File: src/rtl/timer_bank_pkg.sv
// timer_bank shared definitions: register offsets, CTRL bits,
// and prescaler divider-select tables.
package timer_bank_pkg;

  localparam logic [2:0] REG_CTRL  = 3'd0;
  localparam logic [2:0] REG_SCALE = 3'd1;
  localparam logic [2:0] REG_PRE_L = 3'd2;
  localparam logic [2:0] REG_PRE_H = 3'd3;
  localparam logic [2:0] REG_CMP_L = 3'd4;
  localparam logic [2:0] REG_CMP_H = 3'd5;
  localparam logic [2:0] REG_CNT_L = 3'd6;
  localparam logic [2:0] REG_CNT_H = 3'd7;

  localparam int CTRL_EN      = 0;
  localparam int CTRL_RELOAD  = 1;
  localparam int CTRL_ONESHOT = 2;
  localparam int CTRL_SRC     = 3;
  localparam int CTRL_CASC    = 4;

  // number of low prescaler bits that must be all ones per select
  localparam int CORE_BITS [8] = '{1, 3, 5, 6, 7, 8, 10, 12};
  localparam int RTC_BITS  [8] = '{0, 1, 2, 3, 4, 5, 6, 7};

  function automatic logic [11:0] core_mask(input logic [2:0] sel);
    return 12'((1 << CORE_BITS[sel]) - 1);
  endfunction

  function automatic logic [6:0] rtc_mask(input logic [2:0] sel);
    return 7'((1 << RTC_BITS[sel]) - 1);
  endfunction

endpackage

File: src/rtl/timer_bank_ch.sv
// timer_bank_ch: one down-counting timer channel with its registers.
// Cascade input exists only when TIMER_BANK_CASCADE_EN is defined.
module timer_bank_ch
  import timer_bank_pkg::*;
#(
  parameter int CNT_W = 16
`ifdef TIMER_BANK_CASCADE_EN
  , parameter int IDX = 0
`endif
) (
  input  logic       clk,
  input  logic       reset,
  input  logic       clk_ce,
  input  logic       we_i,
  input  logic       re_i,
  input  logic [2:0] reg_i,
  input  logic [7:0] wdata_i,
  input  logic [7:0] core_tick_i,
  input  logic [7:0] rtc_tick_i,
`ifdef TIMER_BANK_CASCADE_EN
  input  logic       casc_i,
`endif
  output logic [7:0] rdata_o,
  output logic       under_o,
  output logic       cmp_o
);

  logic en_q, en_d;
  logic rl_q, rl_d;
  logic os_q, os_d;
  logic src_q, src_d;
  logic casc_rd;
`ifdef TIMER_BANK_CASCADE_EN
  logic casc_q, casc_d;
`endif
  logic [2:0] scale_q, scale_d;
  logic [CNT_W-1:0] pre_q, pre_d;
  logic [CNT_W-1:0] cmp_q, cmp_d;
  logic [CNT_W-1:0] cnt_q, cnt_d;
  logic [7:0] snap_q, snap_d;
  logic und_q, und_d;
  logic cmpi_q, cmpi_d;
  logic tick;
  logic [15:0] pre16, cmp16, cnt16;
  logic [15:0] wide;

  assign pre16 = 16'(pre_q);
  assign cmp16 = 16'(cmp_q);
  assign cnt16 = 16'(cnt_q);

`ifdef TIMER_BANK_CASCADE_EN
  assign casc_rd = casc_q;
`else
  assign casc_rd = 1'b0;
`endif

  // pick this channel's tick source
  always_comb begin
    tick = src_q ? rtc_tick_i[scale_q] : core_tick_i[scale_q];
`ifdef TIMER_BANK_CASCADE_EN
    if (IDX > 0 && casc_q) tick = casc_i;
`endif
  end

  // counter, irq and register-write next state
  always_comb begin
    en_d    = en_q;
    rl_d    = 1'b0;
    os_d    = os_q;
    src_d   = src_q;
`ifdef TIMER_BANK_CASCADE_EN
    casc_d  = casc_q;
`endif
    scale_d = scale_q;
    pre_d   = pre_q;
    cmp_d   = cmp_q;
    cnt_d   = cnt_q;
    snap_d  = snap_q;
    und_d   = 1'b0;
    cmpi_d  = 1'b0;
    wide    = 16'h0000;
    // pending reload wins over a tick and uses PRE before any write
    if (rl_q) begin
      cnt_d = pre_q;
    end else if (tick && en_q) begin
      if (cnt_q == '0) begin
        cnt_d = pre_q;
        und_d = 1'b1;
        if (os_q) en_d = 1'b0;
      end else begin
        cnt_d = cnt_q - CNT_W'(1);
      end
      cmpi_d = (cnt_d == cmp_q);
    end
    if (re_i && reg_i == REG_CNT_L) snap_d = cnt16[15:8];
    if (we_i) begin
      unique case (reg_i)
        REG_CTRL: begin
          en_d  = wdata_i[CTRL_EN];
          rl_d  = wdata_i[CTRL_RELOAD];
          os_d  = wdata_i[CTRL_ONESHOT];
          src_d = wdata_i[CTRL_SRC];
`ifdef TIMER_BANK_CASCADE_EN
          casc_d = wdata_i[CTRL_CASC];
`endif
        end
        REG_SCALE: scale_d = wdata_i[2:0];
        REG_PRE_L: begin
          wide = pre16;
          wide[7:0] = wdata_i;
          pre_d = wide[CNT_W-1:0];
        end
        REG_PRE_H: begin
          wide = pre16;
          wide[15:8] = wdata_i;
          pre_d = wide[CNT_W-1:0];
        end
        REG_CMP_L: begin
          wide = cmp16;
          wide[7:0] = wdata_i;
          cmp_d = wide[CNT_W-1:0];
        end
        REG_CMP_H: begin
          wide = cmp16;
          wide[15:8] = wdata_i;
          cmp_d = wide[CNT_W-1:0];
        end
        default: ;
      endcase
    end
  end

  // channel state register, advancing on clk_ce
  always_ff @(posedge clk) begin
    if (reset) begin
      en_q    <= 1'b0;
      rl_q    <= 1'b0;
      os_q    <= 1'b0;
      src_q   <= 1'b0;
`ifdef TIMER_BANK_CASCADE_EN
      casc_q  <= 1'b0;
`endif
      scale_q <= '0;
      pre_q   <= '0;
      cmp_q   <= '0;
      cnt_q   <= '0;
      snap_q  <= '0;
      und_q   <= 1'b0;
      cmpi_q  <= 1'b0;
    end else if (clk_ce) begin
      en_q    <= en_d;
      rl_q    <= rl_d;
      os_q    <= os_d;
      src_q   <= src_d;
`ifdef TIMER_BANK_CASCADE_EN
      casc_q  <= casc_d;
`endif
      scale_q <= scale_d;
      pre_q   <= pre_d;
      cmp_q   <= cmp_d;
      cnt_q   <= cnt_d;
      snap_q  <= snap_d;
      und_q   <= und_d;
      cmpi_q  <= cmpi_d;
    end
  end

  // register read mux
  always_comb begin
    rdata_o = 8'h00;
    unique case (reg_i)
      REG_CTRL:  rdata_o = {3'b000, casc_rd, src_q, os_q, rl_q, en_q};
      REG_SCALE: rdata_o = {5'b00000, scale_q};
      REG_PRE_L: rdata_o = pre16[7:0];
      REG_PRE_H: rdata_o = pre16[15:8];
      REG_CMP_L: rdata_o = cmp16[7:0];
      REG_CMP_H: rdata_o = cmp16[15:8];
      REG_CNT_L: rdata_o = cnt16[7:0];
      REG_CNT_H: rdata_o = snap_q;
      default:   rdata_o = 8'h00;
    endcase
  end

  assign under_o = und_q;
  assign cmp_o   = cmpi_q;

endmodule

File: src/rtl/timer_bank.sv
// timer_bank: NUM_CH timers sharing core and RTC prescalers.
// Define TIMER_BANK_CASCADE_EN to let channel n tick on channel n-1 underflow.
module timer_bank
  import timer_bank_pkg::*;
#(
  parameter int          NUM_CH    = 3,
  parameter int          CNT_W     = 16,
  parameter logic [23:0] BASE_ADDR = 24'h002040
) (
  input  logic              clk,
  input  logic              reset,
  input  logic              clk_ce,
  input  logic              rt_ce,
  input  logic              bus_write,
  input  logic              bus_read,
  input  logic [23:0]       bus_address_in,
  input  logic [7:0]        bus_data_in,
  output logic [7:0]        bus_data_out,
  output logic [NUM_CH-1:0] irq_under,
  output logic [NUM_CH-1:0] irq_cmp,
  output logic              osc256
);

  logic [11:0] psc_q, psc_d;
  logic [6:0]  rtc_q, rtc_d;
  logic [7:0]  core_tick;
  logic [7:0]  rtc_tick;
  logic [23:0] off;
  logic        hit;
  logic [NUM_CH-1:0] sel_v;
  logic [7:0]  ch_rd [NUM_CH];
`ifdef TIMER_BANK_CASCADE_EN
  logic [NUM_CH-1:0] casc_in;
  assign casc_in = NUM_CH'({irq_under, 1'b0});
`endif

  assign off = bus_address_in - BASE_ADDR;
  assign hit = (bus_address_in >= BASE_ADDR) &&
               (off < 24'(8 * NUM_CH));

  // prescaler next state: core free-running, RTC on rt_ce
  always_comb begin
    psc_d = psc_q + 12'd1;
    rtc_d = rt_ce ? rtc_q + 7'd1 : rtc_q;
  end

  // shared prescaler registers
  always_ff @(posedge clk) begin
    if (reset) begin
      psc_q <= '0;
      rtc_q <= '0;
    end else if (clk_ce) begin
      psc_q <= psc_d;
      rtc_q <= rtc_d;
    end
  end

  // divider-select ticks from the prescaler low bits
  always_comb begin
    core_tick = '0;
    rtc_tick  = '0;
    for (int s = 0; s < 8; s++) begin
      core_tick[s] = (psc_q & core_mask(3'(s))) == core_mask(3'(s));
      rtc_tick[s]  = rt_ce &&
                     ((rtc_q & rtc_mask(3'(s))) == rtc_mask(3'(s)));
    end
  end

  assign osc256 = &rtc_q;

  for (genvar n = 0; n < NUM_CH; n++) begin : g_ch
    logic und, cmpi;
    assign sel_v[n] = hit && (off[5:3] == 3'(n));
    timer_bank_ch #(
      .CNT_W(CNT_W)
`ifdef TIMER_BANK_CASCADE_EN
      , .IDX(n)
`endif
    ) u_ch (
      .clk(clk),
      .reset(reset),
      .clk_ce(clk_ce),
      .we_i(bus_write && sel_v[n]),
      .re_i(bus_read && sel_v[n]),
      .reg_i(off[2:0]),
      .wdata_i(bus_data_in),
      .core_tick_i(core_tick),
      .rtc_tick_i(rtc_tick),
`ifdef TIMER_BANK_CASCADE_EN
      .casc_i(casc_in[n]),
`endif
      .rdata_o(ch_rd[n]),
      .under_o(und),
      .cmp_o(cmpi)
    );
    assign irq_under[n] = und;
    assign irq_cmp[n]   = cmpi;
  end

  // read data: selected channel, zero when unmapped
  always_comb begin
    bus_data_out = 8'h00;
    for (int n = 0; n < NUM_CH; n++) begin
      if (sel_v[n]) bus_data_out = ch_rd[n];
    end
  end

endmodule

File: config.mk
export PLATFORM = sky130hd
export DESIGN_NAME = timer_bank
export DESIGN_NICKNAME = d
export VERILOG_FILES = /design/src/rtl/timer_bank_pkg.sv /design/src/rtl/timer_bank_ch.sv /design/src/rtl/timer_bank.sv
export SDC_FILE = /design/constraint.sdc
export NUM_CORES = 1
export LEC_CHECK = 0
export CAP_MARGIN = 20
export CORE_ASPECT_RATIO = 0.5
export CORE_MARGIN = 5
export CORE_UTILIZATION = 30
export DETAILED_ROUTE_END_ITERATION = 6
export PLACE_DENSITY = 0.45
export SETUP_SLACK_MARGIN = 0.15
export SLEW_MARGIN = 10
export SYNTH_ARGS = -nofsm -noshare
export SYNTH_HDL_FRONTEND = slang
export SYNTH_SLANG_ARGS = --single-unit
export TNS_END_PERCENT = 1
File: constraint.sdc
create_clock -name clk -period 10.1 [get_ports clk]
set_input_delay 2.02 -clock clk [delete_from_list [all_inputs] [get_ports clk]]
set_output_delay 2.02 -clock clk [all_outputs]
set_load 0.02 [all_outputs]
==> impl_metrics.env, run 1 <==
export IMPL_cts_setup_buffers=0
export IMPL_tns_ps=0
export IMPL_cts_path_max_buffers=3
export IMPL_area_growth_pct=12.5
export IMPL_cts_max_level=1
export IMPL_grt_pass1_vias=12000
export IMPL_min_path_type="reg -> reg"
export IMPL_start_util_pct=30.6
export IMPL_drcViolationCount=0
export IMPL_ys_flop_type="dfxtp_1"
export IMPL_die_h_um=159
export IMPL_yosysTopAreaCell="dfxtp_1"
export IMPL_numCtsBuffers=23
export IMPL_fin_ws_ps=2070
export IMPL_vdd_ir_drop_max_uv=97.5
export IMPL_fin_util_pct=34.4
export IMPL_worstSkewPairLatency_ps=540
export IMPL_path_delay_family="buffers and inverters"
export IMPL_drtIter0Drc=1214
export IMPL_ff2ff_path_depth=9
export IMPL_slew_viol_final=0
export IMPL_dieArea_sq_um=49300
export IMPL_path_clk_slew_ps=60
export IMPL_post_dp_cell_area_sq_um=14300
export IMPL_timing_rr_start="psc_q[0]"
export IMPL_async_reset_ff_share_pct=0
export IMPL_fmax_ghz=0.124
export IMPL_drv_cap=0
export IMPL_vias=13000
export IMPL_gr_total_overflow=0
export IMPL_syn_area_sq_um=13400
export IMPL_yosysTopAreaCellShare_pct=32.0
export IMPL_cts_tree="built"
export IMPL_placed_cells=2295
export IMPL_hold_start="g_ch[0].u_ch.under_o"
export IMPL_worst_setup_path_end_kind="output port"
export IMPL_pin_count=53
export IMPL_total_power_mw=1.90
export IMPL_p_leak_nw=4.99
export IMPL_cp_data_arrival_time_ps=6010
export IMPL_grt_max_degree=94
export IMPL_crit_slowest_cell="nor2_1"
export IMPL_power_density_nw_per_um2=126
export IMPL_rrSetupSlack_ps=6260
export IMPL_antenna_found_initial=0
export IMPL_drtPass1Iterations=5
export IMPL_startpoint_type="input port"
export IMPL_pre_cts_ws_ps=2050
export IMPL_syn_avg_cell_area_sq_um=7.57
export IMPL_synth_cell_types=83
export IMPL_critical_path_class="in -> out"
export IMPL_wl_per_cell_um=22.5
export IMPL_crit_fanout=49
export IMPL_ys_ff_latch=214
export IMPL_rsz0062_at_grt="no"
export IMPL_portBuffers=52
export IMPL_critPathMostFrequentCell="a21oi_1"
export IMPL_period_share_pct=79.6
export IMPL_crit_end="bus_data_out[2]"
export IMPL_ant_nets=0
export IMPL_grt_util_all_layers_pct=20.6
export IMPL_whs_ps=462
export IMPL_fp_coreArea_sq_um=43800
export IMPL_finalNonFillerCells=2338
export IMPL_dieWidth_um=309
export IMPL_critPathBufInv=4
export IMPL_cts_hold_buf=0
export IMPL_cts_sinks=214
export IMPL_postLayoutCellArea_sq_um=15100
export IMPL_wirelength_um=52500
export IMPL_grt_pass1_wl_um=79700
export IMPL_rows=54
export IMPL_crit_path_cell_trace="buf_2 > buf_4 > clkinv_1 > nor2_1 > a21oi_1 > a2111oi_0 > nor3_1 > a211o_1 > a21oi_1 > clkdlybuf4s50_1"
export IMPL_max_slew_worst_pin_slew_ps=1140
export IMPL_yosys_warnings=0
export IMPL_place_hpwl_um=37400
export IMPL_setup_viol=0
export IMPL_yosys_top_cells_area="dfxtp_1, a21oi_1, mux2i_1"
export IMPL_synth_nets=1821
export IMPL_period_minus_slack_ps=8030
export IMPL_path_depth=10
export IMPL_drive_above_1_share_pct=6.69
export IMPL_ctsResizeCount=0
export IMPL_via_per_inst=5.56
export IMPL_outcome="completed"
export IMPL_nNetsFinal=1784
export IMPL_root_buffer="clkbuf_16"
export IMPL_worst_path_largest_cell_delay_ps=880
export IMPL_ys_seq_area_share_pct=32.0
export IMPL_syn_instance_count=1771
export IMPL_cp_required_ps=8080
export IMPL_hold_violations=0
export IMPL_skew_ps=9.55
export IMPL_synth_edf_count=0
export IMPL_r2r_end="g_ch[2].u_ch.cnt16[2]"
export IMPL_worstSetupStartpoint="bus_address_in[1]"
export IMPL_gp_congestion=0.849
export IMPL_slew_headroom_pct=23.8
sequential cells by signal, indices dropped and copies added, names as in the netlist:
signal / count
g_ch.u_ch.cmp16: 48
g_ch.u_ch.cnt16: 48
g_ch.u_ch.pre16: 48
g_ch.u_ch.snap_q: 24
psc_q: 12
g_ch.u_ch.scale_q: 9
rtc_q: 7
g_ch.u_ch.cmp_o: 3
g_ch.u_ch.en_q: 3
g_ch.u_ch.os_q: 3
g_ch.u_ch.rl_q: 3
g_ch.u_ch.src_q: 3
g_ch.u_ch.under_o: 3
cell usage after synthesis, types with 12 or more instances:
cell      number
ha_1          12
xnor2_1       55
nand3_1      132
nor3_1        46
o22ai_1       17
nand2_1      221
nand2b_1      12
o21ai_0       76
inv_1         42
a21oi_1      186
nand4_1       15
buf_2         17
a211oi_1      34
a221oi_1      14
dfxtp_1      214
xor2_1        38
clkbuf_1     111
mux2i_1       88
nor3b_1       13
nor2_1       187
o211ai_1      13
cells by family after synthesis:
group / count (synthesis) / synth area share (%)
compound gates: 438 / 20.0
xor+xnor: 94 / 6.25
fa+ha+maj: 12 / 1.12
buf+inv: 187 / 5.76
flops: 214 / 32.0
mux: 109 / 9.18
simple gates: 717 / 25.7
worst min path at each step:
stage,endpoint,depth (start not counted)
finish,g_ch[0].u_ch.under_o,2
global route,g_ch[2].u_ch.under_o,2
CTS,g_ch[0].u_ch.cmp16[14],2
detailed placement,g_ch[0].u_ch.cmp16[14],2
global placement,g_ch[1].u_ch.under_o,2
floorplan,g_ch[1].u_ch.cmp_o,2
metal layers:
metal  global-route usage [%]  part of all wire (%)  vias to the layer above
li1                         -                     -                     6269
met1                     32.4                    50                     6255
met2                     30.1                    42                      413
met3                     2.82                   6.1                       61
met4                     3.49                   1.6                        0
met5                        0                     0                        -
cell usage in the layout, fill, tap and decap left out, types with 9 or more instances in the layout:
cell and n:
mux4_2 10, inv_1 42, a221oi_1 14, o21ai_0 75, a21oi_1 186, or3_1 11, nand2_1 221, dfxtp_1 214
buf_4 29, clkbuf_16 23, or4_1 11, nand3_1 132, nand2b_1 12, nor3b_1 13, mux2_2 11, o21ai_1 9
nand4_1 15, clkdlybuf4s50_1 48, a211oi_1 34, xor2_1 38, ha_1 12, nor2_1 187, a2111oi_0 11, mux2i_1 88
nor4_1 11, nor3_1 46, a22oi_1 10, o211ai_1 13, xnor2_1 55, o22ai_1 17
final cells by class:
| cell class | instances | area, sq um |
|---|---|---|
| fill | 4681 | 28800 |
| multi-input combinational | 1370 | 8360 |
| sequential | 214 | 4280 |
| tap | 588 | 736 |
| timing repair buffer | 82 | 729 |
| clock buffer | 31 | 656 |
| inverter | 43 | 161 |
| clock inverter | 9 | 148 |
| antenna | 1 | 2.50 |
tightest hold or removal path, delay by kind of cell, from the launching register on:
family | cells | cell delay, ps
AND/OR/NAND/NOR | 1 | 60
flip-flops | 1 | 310
AO/OA/AOI/OAI | 1 | 50
power by group:
group	switching, mW	leakage [nW]	internal [mW]
registers	0.00206	1.72	0.845
clock network	0.383	0.395	0.556
logic	0.0784	2.87	0.0336
(Power assumes the default switching activity.)
==> run 2: changes to the inputs <==
- PLACE_DENSITY: 0.45 -> 0.47
- clock period: 10.1 -> 6.4 ns (I/O delays scaled with it)
==> impl_metrics.env, run 2 (synthesis gave the netlist of run 1 again) <==
export IMPL_gp_congestion=0.872
export IMPL_ctsResizeCount=0
export IMPL_vdd_ir_drop_max_uv=199
export IMPL_pin_count=53
export IMPL_final_cell_mix="nand2_1, dfxtp_1, nor2_1"
export IMPL_drive_above_1_share_pct=7.28
export IMPL_nNetsFinal=1790
export IMPL_dieArea_sq_um=49300
export IMPL_root_buffer="clkbuf_16"
export IMPL_cp_data_arrival_time_ps=4440
export IMPL_r2r_end="g_ch[2].u_ch.cnt16[8]"
export IMPL_p_clk_share_pct=49.1
export IMPL_grt_pass1_wl_um=79000
export IMPL_p_comb_share_pct=6.2
export IMPL_rows=54
export IMPL_via_per_inst=5.61
export IMPL_p_leak_nw=5.04
export IMPL_critical_path_class="in -> out"
export IMPL_drcViolationCount=0
export IMPL_wl_per_cell_um=22.0
export IMPL_rsz0062_at_grt="no"
export IMPL_outcome="completed"
export IMPL_path_clk_slew_ps=60
export IMPL_drtIter0Drc=1422
export IMPL_skew_ps=18.2
export IMPL_startpoint_type="input port"
export IMPL_rrSetupSlack_ps=2670
export IMPL_crit_fanout=5
export IMPL_intPower_mw=2.24
export IMPL_cts_tree="built"
export IMPL_min_path_cells=2
export IMPL_gr_total_overflow=0
export IMPL_numCtsBuffers=24
export IMPL_fmax_ghz=0.175
export IMPL_cts_setup_buffers=0
export IMPL_timing_rr_start="psc_q[0]"
export IMPL_tns_ps=0
export IMPL_slew_headroom_pct=20.1
export IMPL_fp_coreArea_sq_um=43800
export IMPL_total_power_mw=2.99
export IMPL_area_growth_pct=13.2
export IMPL_grt_pass1_vias=12200
export IMPL_sw_frac_of_total_pct=24.9
export IMPL_cts_path_max_buffers=3
export IMPL_cts_max_level=1
export IMPL_start_util_pct=30.6
export IMPL_hold_violations=0
export IMPL_hold_start="g_ch[0].u_ch.cmp16[14]"
export IMPL_setup_viol=0
export IMPL_die_h_um=159
export IMPL_p_switching_mw=0.745
export IMPL_drv_cap=0
export IMPL_final_common_cell="nand2_1"
export IMPL_power_density_nw_per_um2=197
export IMPL_cp_required_ps=5120
export IMPL_period_minus_slack_ps=5720
export IMPL_vias=13200
export IMPL_min_path_type="reg -> reg"
export IMPL_drtPass1Iterations=6
export IMPL_pwr_share_seq_pct=44.8
export IMPL_diodes=0
export IMPL_place_hpwl_um=37100
export IMPL_antenna_found_initial=0
export IMPL_portBuffers=52
export IMPL_hold_end="g_ch[0].u_ch.cmp16[14]"
export IMPL_cts_hold_buf=0
export IMPL_max_slew_worst_pin_slew_ps=1190
export IMPL_period_share_pct=89.3
export IMPL_worstSkewPairLatency_ps=540
export IMPL_cts_sinks=214
export IMPL_grt_max_degree=87
export IMPL_worst_setup_path_end_kind="output port"
export IMPL_ff2ff_path_depth=9
export IMPL_slew_viol_final=0
export IMPL_ant_nets=0
export IMPL_wirelength_um=51600
export IMPL_grt_util_all_layers_pct=20.3
export IMPL_dieWidth_um=309
==> run 2: cell types whose count changed in the layout (fill, tap and decap cells not counted) <==
| cell | before | now |
|---|---|---|
| buf_4 | 29 | 33 |
| clkinv_2 | 4 | 8 |
| bufinv_16 | 4 | 2 |
| clkbuf_1 | 3 | 1 |
| clkbuf_16 | 23 | 25 |
| buf_12 | 0 | 1 |
| buf_16 | 0 | 1 |
| clkbuf_2 | 1 | 0 |
| clkinv_4 | 0 | 1 |
| clkinvlp_4 | 1 | 2 |
| diode_2 | 1 | 0 |
==> run 2: worst max path at each step <==
stage                      startpoint               to  cells past startpoint
global placement    bus_address_in[7]  bus_data_out[2]                      8
CTS                 bus_address_in[7]  bus_data_out[2]                      8
finish              bus_address_in[7]  bus_data_out[2]                      8
floorplan           bus_address_in[0]  bus_data_out[7]                      9
detailed placement  bus_address_in[7]  bus_data_out[2]                      8
global route        bus_address_in[7]  bus_data_out[7]                      9
==> run 2: stage by stage <==
step | worst slack, ps | util (%) | hold WS, ps | cells | area [sq um]
final | 682 | 34.6 | 459 | 2346 | 15200
after floorplan | 1580 | - | 426 | 1771 | 13400
after global routing | 543 | 34.6 | 481 | 2346 | 15200
after detailed placement | 635 | 32.7 | 453 | 2301 | 14300
after CTS | 635 | 34.5 | 461 | 2345 | 15100
after global placement | 658 | 32.7 | 445 | 2301 | 14300
==> run 2: per-layer routing <==
layer	vias to the layer above	wire length, um	global-route usage [%]	part of all wire, %
met2	495	22200	30.5	43
li1	6301	-	-	-
met4	0	839	3.25	1.6
met5	-	0	0	0
met1	6304	24900	30.9	48
met3	58	3700	3.40	7.2
==> run 2: cell type report <==
cell class / count / area [sq um]
Fill cell: 4641 / 28700
Multi-Input combinational cell: 1370 / 8360
Sequential cell: 214 / 4280
Timing Repair Buffer: 87 / 802
Tap cell: 588 / 736
Clock buffer: 31 / 698
Inverter: 43 / 161
Clock inverter: 13 / 124
==> run 2: worst max-delay path, stage by stage <==
cell and delay [ps]:
clkdlybuf4s50_1 390, or4_1 540, o41a_1 420, nor4b_2 360
xnor2_1 230, nand4b_2 240, a21oi_1 310, clkdlybuf4s50_1 670
==> run 2: power groups by stage <==
stage	logic, mW	clock network [mW]	registers, mW
2_1_floorplan	0.101	0	1.37
3_3_place_gp	0.179	0	1.37
3_5_place_dp	0.180	0	1.37
4_1_cts	0.180	1.50	1.34
5_1_grt	0.195	1.56	1.34
6_report	0.184	1.47	1.34
